===== config.mk =====
export PLATFORM = sky130hd
export DESIGN_NAME = neuron_mac
export DESIGN_NICKNAME = d
export VERILOG_FILES = /design/src/rtl/neuron_mac.sv
export SDC_FILE = /design/constraint.sdc
export NUM_CORES = 1
export LEC_CHECK = 0
export BUFFER_PORTS_ARGS = -buffer_cell sky130_fd_sc_hd__clkbuf_2
export CORE_UTILIZATION = 60
export DETAILED_ROUTE_END_ITERATION = 7
export GPL_ROUTABILITY_DRIVEN = 0
export PLACE_DENSITY = 0.78
export SLEW_MARGIN = 20
export SYNTH_ARGS = -nofsm -noshare
export SYNTH_HDL_FRONTEND = slang
export SYNTH_SLANG_ARGS = --single-unit

===== constraint.sdc =====
create_clock -name clk -period 11.5 [get_ports clk]
set_input_delay 0.575 -clock clk [delete_from_list [all_inputs] [get_ports clk]]
set_output_delay 0.575 -clock clk [all_outputs]
set_load 0.1 [all_outputs]

===== src/rtl/neuron_mac.sv =====
// neuron_mac: signed Q6.10 multiply-accumulate with bias, round-half-up
// rescale and saturation. Results feed the tanh stage via a one-cycle strobe.
module neuron_mac #(
  parameter int DATA_WIDTH = 16,
  parameter int FRAC_BITS  = 10,
  parameter int ACC_WIDTH  = 40,
  parameter int MAX_LEN    = 1024
) (
  input  logic                  clk,
  input  logic                  rst,
  input  logic                  start,
  input  logic [DATA_WIDTH-1:0] bias_in,
  input  logic                  valid_in,
  input  logic [DATA_WIDTH-1:0] data_in,
  input  logic [DATA_WIDTH-1:0] weight_in,
  input  logic                  last_in,
  output logic                  ready_in,
  output logic                  busy,
  output logic                  valid_out,
  output logic [DATA_WIDTH-1:0] data_out,
  output logic                  sat_flag,
  output logic                  len_err
);

  localparam int CNT_W = $clog2(MAX_LEN + 1);
  localparam int PW    = 2 * DATA_WIDTH;
  // Width of the rescaled accumulator (one guard bit for the rounding add).
  localparam int RW    = ACC_WIDTH + 1 - FRAC_BITS;

  localparam logic [CNT_W-1:0]       MAX_C = CNT_W'(MAX_LEN);
  localparam logic signed [ACC_WIDTH:0] HALF =
    {{(ACC_WIDTH + 1 - FRAC_BITS){1'b0}}, 1'b1, {(FRAC_BITS - 1){1'b0}}};
  localparam logic signed [RW-1:0] MAXV =
    {{(RW - DATA_WIDTH + 1){1'b0}}, {(DATA_WIDTH - 1){1'b1}}};
  localparam logic signed [RW-1:0] MINV =
    {{(RW - DATA_WIDTH + 1){1'b1}}, {(DATA_WIDTH - 1){1'b0}}};

  typedef enum logic [1:0] {IDLE, ACCUM, SCALE} state_t;

  state_t                  state_q, state_d;
  logic [ACC_WIDTH-1:0]    acc_q, acc_d;
  logic [CNT_W-1:0]        cnt_q, cnt_d;
  logic                    lerr_q, lerr_d;
  logic                    vout_q, vout_d;
  logic [DATA_WIDTH-1:0]   dout_q, dout_d;
  logic                    sat_q, sat_d;
  logic                    len_q, len_d;

  logic signed [PW-1:0]        prod;
  logic [ACC_WIDTH-1:0]        prod_ext, bias_ext;
  logic [CNT_W-1:0]            cnt_nxt;
  logic signed [ACC_WIDTH:0]   rnd;
  logic signed [RW-1:0]        r;
  logic [DATA_WIDTH-1:0]       clamped;
  logic                        sat_c;

  assign prod     = $signed(data_in) * $signed(weight_in);
  assign prod_ext = {{(ACC_WIDTH - PW){prod[PW-1]}}, prod};
  // Bias is Q6.10; shift into the Q12.20 accumulator domain.
  assign bias_ext = {{(ACC_WIDTH - DATA_WIDTH - FRAC_BITS){bias_in[DATA_WIDTH-1]}},
                     bias_in, {FRAC_BITS{1'b0}}};
  assign cnt_nxt  = cnt_q + CNT_W'(1);

  // Round-half-up then drop the fractional bits (floor of the biased sum).
  assign rnd = $signed({acc_q[ACC_WIDTH-1], acc_q}) + HALF;
  assign r   = rnd[ACC_WIDTH:FRAC_BITS];

  // Saturate the rescaled value into the output range.
  always_comb begin
    clamped = r[DATA_WIDTH-1:0];
    sat_c   = 1'b0;
    if (r > MAXV) begin
      clamped = {1'b0, {(DATA_WIDTH - 1){1'b1}}};
      sat_c   = 1'b1;
    end else if (r < MINV) begin
      clamped = {1'b1, {(DATA_WIDTH - 1){1'b0}}};
      sat_c   = 1'b1;
    end
  end

  // Next-state and datapath control.
  always_comb begin
    state_d = state_q;
    acc_d   = acc_q;
    cnt_d   = cnt_q;
    lerr_d  = lerr_q;
    vout_d  = 1'b0;
    sat_d   = 1'b0;
    len_d   = 1'b0;
    dout_d  = dout_q;
    case (state_q)
      IDLE: begin
        if (start) begin
          acc_d   = bias_ext;
          cnt_d   = '0;
          lerr_d  = 1'b0;
          state_d = ACCUM;
        end
      end
      ACCUM: begin
        if (valid_in) begin
          acc_d = acc_q + prod_ext;
          cnt_d = cnt_nxt;
          if (last_in) begin
            lerr_d  = 1'b0;
            state_d = SCALE;
          end else if (cnt_nxt == MAX_C) begin
            // Guard tripped before the producer marked the end.
            lerr_d  = 1'b1;
            state_d = SCALE;
          end
        end
      end
      SCALE: begin
        vout_d  = 1'b1;
        dout_d  = clamped;
        sat_d   = sat_c;
        len_d   = lerr_q;
        state_d = IDLE;
      end
      default: state_d = IDLE;
    endcase
  end

  // State and output registers; reset discards any partial sum.
  always_ff @(posedge clk) begin
    if (rst) begin
      state_q <= IDLE;
      acc_q   <= '0;
      cnt_q   <= '0;
      lerr_q  <= 1'b0;
      vout_q  <= 1'b0;
      dout_q  <= '0;
      sat_q   <= 1'b0;
      len_q   <= 1'b0;
    end else begin
      state_q <= state_d;
      acc_q   <= acc_d;
      cnt_q   <= cnt_d;
      lerr_q  <= lerr_d;
      vout_q  <= vout_d;
      dout_q  <= dout_d;
      sat_q   <= sat_d;
      len_q   <= len_d;
    end
  end

  assign ready_in  = (state_q == ACCUM);
  assign busy      = (state_q != IDLE);
  assign valid_out = vout_q;
  assign data_out  = dout_q;
  assign sat_flag  = sat_q;
  assign len_err   = len_q;

endmodule


==> results of run 1 <==
[logic make-up (layout without fill, tap and decap cells)]
logic type	after synthesis	count (layout)
XOR/XNOR	82	82
AO/OA/AOI/OAI	297	297
buffers and inverters	411	436
flip-flops	73	73
multiplexers	16	16
AND/OR/NAND/NOR	567	567
adder cells (fa/ha/maj)	388	388
[per-stage QoR]
stage               cells  cell area, µm²    util
floorplan            1834           15520       -
global placement     2173           16060  0.6359
detailed placement   2173           16060  0.6359
CTS                  2189           16360  0.6477
global route         2189           16360  0.6477
finish               2189           16360  0.6477
[sequential cells by signal, summed over array words and instances, names as in the netlist]
signal     flops
lerr_q         1
cnt_q         11
len_err        1
data_out      16
valid_out      1
acc_q         40
sat_flag       1
state_q        2
[worst register-to-register path, cell delays in order (launching register included)]
cell and delay (ns):
dfxtp_1 0.32, ha_1 0.38, and3_1 0.21, a2bb2oi_1 0.13, a21boi_0 0.70, nor4_1 0.19, o31ai_1 0.57, a31oi_1 0.32
a41o_1 0.33, o21a_1 0.18, o21a_1 0.16, o32ai_1 0.28
[cell type report]
class                      instances  share of cell area
timing repair buffer              77             0.02417
sequential                        73             0.08934
inverter                         343             0.07871
clock inverter                     5            0.003366
multi-input combinational       1350              0.7643
tap                              330             0.02524
clock buffer                      11             0.01484
[layout by cell type (no fill, tap or decap), drive strengths merged, types with 7 or more instances in the layout]
master	count
a21o	23
a31oi	10
nor2	118
o22ai	13
nor3	23
and3	17
clkbuf	84
a211o	17
o21ai	42
nand3	16
nand2b	23
nor2b	12
a22oi	13
dfxtp	73
xor2	24
nand4	11
a21oi	90
and2	129
xnor2	57
o21bai	7
o21a	18
nand2	180
a211oi	20
mux2i	15
fa	263
ha	125
inv	343
[worst min-delay path by stage]
stage | from | endpoint | slack [ns] | depth (start not counted)
finish | lerr_q | len_err | 0.46 | 1
global route | data_out[6] | data_out[6] | 0.48 | 1
CTS | lerr_q | len_err | 0.46 | 1
detailed placement | lerr_q | len_err | 0.44 | 1
global placement | lerr_q | len_err | 0.44 | 1
floorplan | lerr_q | len_err | 0.43 | 1
[routing by layer]
metal	vias to the layer above	routed length [µm]
met2	310	18080
met4	0	1089
li1	5887	-
met3	89	1612
met1	6308	14000
met5	-	0
==> metrics.md, run 1 <==
| Metric | Value |
|---|---|
| Maxcap violations | `0` |
| Met2 Use GR | `0.4863` |
| Least-Margin Pin Slew | `about 1.0 ns` |
| Primary FF master, synth | `dfxtp_1` |
| Via density | `around 5.8` |
| Remaining antenna violation count after routing | `0` |
| Vias in the first global route | `~13000` |
| Ranking of synthesized cells by area | `fa_1 (34%), ha_1 (10%), dfxtp_1 (9.4%)` |
| Worst-path clk slew | `approximately 0.060 ns` |
| Hold Crit Class | `flip-flop to flip-flop` |
| Part of the Yosys area used for sequential elements | `0.09418` |
| Adder-Cell Fraction of Synth Area | `0.4401` |
| Worst R2R Path Depth | `11` |
| Slew Viols, Final | `0` |
| Crit path buffers/inverters | `4` |
| Synth top cells by count | `inv_1 (343), fa_1 (263), nand2_1 (180)` |
| Critical path data required time | `11.75 ns` |
| # rows | `a little under 60` |
| Clk_skew | `0.007500 ns` |
| Global route overflow | `0` |
| Worst setup path end | `acc_q[36]` |
| # Post-CTS Setup Buffers | `0` |
| # diodes | `0` |
| Post-synth EDFFs | `0` |
| Top-area cell type share of the netlist area | `0.3393` |
| RSZ-0062 raised after global routing | `no` |
| Routed Wire Length | `about 35 mm` |
| CP arrival | `around 9.1 ns` |
| Most frequent cell after synthesis | `inv_1` |
| Die H | `162.8 µm` |
| Drt drc | `0` |
| Fmax | `around 0.11 GHz` |
| Nets | `approximately 2300` |
| GR peak layer | `met2` |
| Synthesized area | `about 0.016 mm²` |
| Syn nets | `~2300` |
| Drt wl/cell | `around 16 µm` |
| Fin. Hold Viols | `0` |
| CTS Root Cell | `clkbuf_16` |
| Filler Cells Inserted | `between 2000 and 2500` |
| Worst Slack Setup Final | `around 2.6 ns` |
| Crit path kind | `input port to flip-flop` |
| Largest area contributor in the netlist | `fa_1` |
| Synth async-reset ratio | `0` |
| Fin crit share | `0.7734` |
| Area Overhead vs Synth | `5.410%` |
| Area occupied by multi-input gates | `approximately 0.013 mm²` |
| Largest net degree at the start of global routing | `61` |
| Status | `completed` |
| DR vias | `approximately 13000` |
| Critical path depth | `29` |
| Met1 Track Usage GR | `0.3446` |
| Cell mode on critical path | `fa_1` |
| Startpoint types | `input port` |
| Slowest stage delay, CP | `between 0.5 and 0.6 ns` |
| Setup Total Neg Slack | `0 ns` |
| # IOs | `74` |
| Sequential Area | `between 0.001 and 0.0015 mm²` |
| Clk buf depth | `2` |
| CTS Buf Count | `9` |
| PortBufs | `73` |
| R2R Path End | `acc_q[36]` |
| Number of distinct library cells after synthesis | `between 60 and 70` |
| Clock Latency Late Sink | `0.35 ns` |
| Post-Synth XOR/XNOR Area | `0.04725` |
| Placed wire-length estimate | `around 28 mm` |
| Met3 usage | `0.03743` |
| Std-Cell Core Area | `between 0.02 and 0.03 mm²` |
| Worst relative slew slack | `0.3089` |
| Mux share of post-synthesis cell area | `0.01040` |
| Crit. End Element | `flip-flop` |
| CTS tree | `built` |
| Final setup fails | `0` |
| Layout cells sized above 1 | `0.05917` |
| Average size of a mapped cell | `8.461 µm²` |
| Global-route wire length before repair | `about 60 mm` |
| Initial antenna violation count | `0` |
| Fin Hold WS | `between 0.4 and 0.5 ns` |
| Pre-antenna DRT Iters | `6` |
| Clock sink count | `73` |
| Die area | `0.02651 mm²` |
| #FFs+latches synth | `73` |
| Worst Setup SP | `weight_in[15]` |
| CTS resizes | `0` |
| Worst r2r src | `acc_q[7]` |
| Die width | `between 150 and 200 µm` |
| Pre-CTS setup slack | `2.309 ns` |
| Post-synthesis compound-gate area fraction | `0.1253` |
| Crit Path Max Fanout | `13` |
| Largest family of logic cells by synthesized area | `adder cells` |
| Cell class contributing the biggest share of worst-path delay | `adder cells` |
| Ys Warns | `0` |
| Hold_buf cts | `0` |
| Flop2flop setup slack | `7.61 ns` |
| Syn Inst Count | `between 1500 and 2000` |
| Overall Global Routing Usage | `0.2751` |
| Final Critical Period | `around 8.9 ns` |
| Simple-Gate Fraction of Synth Area | `0.1824` |
| Initial Util | `0.6144` |
| Initial DRC Count | `about 770` |
| CTS H-Tree Depth | `3` |
| CP max-delay cell | `o31ai_1` |
Power of run 1 is not shown: default switching activity piles up to over one toggle a cycle in this logic, so the estimate is an artifact.
==> run 2: changes to the inputs <==
Clock period 11.5 ns to 8.5 ns, I/O delays scaled along.
==> run 2 against run 1 <==
Sequential cell count is the same. Via count shrank 0.31%. Worst setup slack lost 2.2 ns. Critical endpoint unchanged.
==> metrics.md, run 2 (synthesis results as in run 1) <==
| Metric | Value |
|---|---|
| # diodes | `0 (unchanged)` |
| Initial antenna violation count | `0 (unchanged)` |
| Overall Global Routing Usage | `0.2734 (was 0.2751)` |
| Layout cells sized above 1 | `0.07863 (was 0.05917)` |
| Setup Total Neg Slack | `0 ns (unchanged)` |
| Hold_buf cts | `0 (unchanged)` |
| Pre-CTS setup slack | `-0.03714 ns (was 2.309 ns)` |
| PortBufs | `73 (unchanged)` |
| # Post-CTS Setup Buffers | `0 (unchanged)` |
| Slew Viols, Final | `0 (unchanged)` |
| Crit Path Max Fanout | `16 (was 13)` |
| Largest Register | `acc_q (unchanged)` |
| Flop2flop setup slack | `4.77 ns (was 7.61 ns)` |
| Clk_skew | `0.008849 ns (was 0.007500 ns)` |
| Global route overflow | `0 (unchanged)` |
| Worst r2r src | `acc_q[9] (was acc_q[7])` |
| Worst Setup SP | `weight_in[6] (was weight_in[15])` |
| Die area | `0.02651 mm² (unchanged)` |
| Crit. End Element | `flip-flop (unchanged)` |
| Drt wl/cell | `15.52 µm (was 15.89 µm)` |
| Worst setup path end | `acc_q[36] (unchanged)` |
| Worst R2R Path Depth | `11 (unchanged)` |
| Crit path buffers/inverters | `6 (was 4)` |
| Largest net degree at the start of global routing | `61 (unchanged)` |
| Hold Crit Class | `input port to flip-flop (was flip-flop to flip-flop)` |
| R2R Path End | `data_out[5] (was acc_q[36])` |
| Std-Cell Core Area | `0.02525 mm² (unchanged)` |
| Pre-antenna DRT Iters | `5 (was 6)` |
| Die H | `162.8 µm (unchanged)` |
| Area Overhead vs Synth | `7.588% (was 5.410%)` |
| DR vias | `12560 (was 12590)` |
| CTS H-Tree Depth | `3 (unchanged)` |
| Most frequent cells in the layout | `inv_1 (343), fa_1 (263), nand2_1 (180) (unchanged)` |
| CP arrival | `8.33 ns (was 9.14 ns)` |
| Global-route wire length before repair | `58.26 mm (was 58.54 mm)` |
| Initial Util | `0.6144 (unchanged)` |
| Final setup fails | `0 (unchanged)` |
| Slowest stage delay, CP | `0.55 ns (was 0.56 ns)` |
| Clock Latency Late Sink | `0.34 ns (was 0.35 ns)` |
| CP max-delay cell | `fa_1 (was o31ai_1)` |
| Commonest non-fill, non-tap cell in the layout | `inv_1 (unchanged)` |
| Via density | `5.643 (was 5.753)` |
| Cell area after layout | `0.01669 mm² (was 0.01636 mm²)` |
| Die width | `162.8 µm (unchanged)` |
| Remaining antenna violation count after routing | `0 (unchanged)` |
| Dpl cell area | `0.01633 mm² (was 0.01606 mm²)` |
| # IOs | `74 (unchanged)` |
| Fin crit share | `0.9503` |
| Critical path depth | `32 (was 29)` |
| Worst relative slew slack | `0.3181 (was 0.3089)` |
| Crit path kind | `input port to flip-flop (unchanged)` |
| Fmax | `around 0.12 GHz` |
| # rows | `58 (unchanged)` |
| RSZ-0062 raised after global routing | `no (unchanged)` |
| Final Critical Period | `between 8 and 9 ns` |
| Drt drc | `0 (unchanged)` |
| Vias in the first global route | `12450 (was 12550)` |
| Fin. Hold Viols | `0 (unchanged)` |
| CTS resizes | `0 (unchanged)` |
| Least-Margin Pin Slew | `1.021 ns (was 1.035 ns)` |
| Critical path data required time | `8.75 ns (was 11.75 ns)` |
| Placed wire-length estimate | `29.05 mm (was 28.37 mm)` |
| CTS tree | `built (unchanged)` |
| Status | `completed (unchanged)` |
| Max reg flops | `40 (unchanged)` |
| Cell class contributing the biggest share of worst-path delay | `adder cells (unchanged)` |
| Startpoint types | `input port (unchanged)` |
| Maxcap violations | `0 (unchanged)` |
| Cell mode on critical path | `fa_1 (unchanged)` |
| Clk buf depth | `2 (unchanged)` |
| Clock sink count | `73 (unchanged)` |
| CTS Buf Count | `9 (unchanged)` |
| Worst-path clk slew | `0.06 ns (about the same)` |
| Worst Slack Setup Final | `0.4223 ns (was 2.606 ns)` |
| CTS Root Cell | `clkbuf_16 (unchanged)` |
| Routed Wire Length | `34.54 mm (was 34.78 mm)` |
| Nets | `2331 (was 2295)` |
| Initial DRC Count | `832 (was 765)` |
run 2: how the worst min path moves through the flow:
stage | start | to | cells after the start
after floorplan | lerr_q | len_err | 1
after global placement | data_out[4] | data_out[4] | 1
after detailed placement | lerr_q | len_err | 1
after CTS | last_in | state_q[1] | 3
after global routing | start | state_q[0] | 3
final | start | state_q[0] | 3
run 2: worst min-delay path: stages:
cell and delay, ns:
clkbuf_2 0.10, a21oi_1 0.06, nor2_1 0.07
run 2: stage by stage:
stage / hold slack [ns] / instances / utilization
after floorplan: 0.4291 / 1834 / -
after detailed placement: 0.4500 / 2209 / 0.6466
final: 0.3508 / 2225 / 0.6611
after CTS: 0.3446 / 2225 / 0.6603
after global placement: 0.4452 / 2209 / 0.6466
after global routing: 0.3724 / 2225 / 0.6611
run 2: cell type report:
type                            instances  area [µm²]
Inverter                              343        1287
Clock buffer                           11       242.7
Sequential cell                        73        1461
Fill cell                            2085        8559
Timing Repair Buffer                  113       665.6
Clock inverter                          5       102.6
Tap cell                              330       412.9
Multi-Input combinational cell       1350       12520
run 2: layer usage:
metal,vias up,track usage,routed length [µm]
li1,5964,-,-
met1,6223,0.3513,14370
met2,294,0.4783,17880
met3,74,0.03209,1372
met4,0,0.08794,922
met5,-,0,0
Power of run 2 is left out for the same reason.
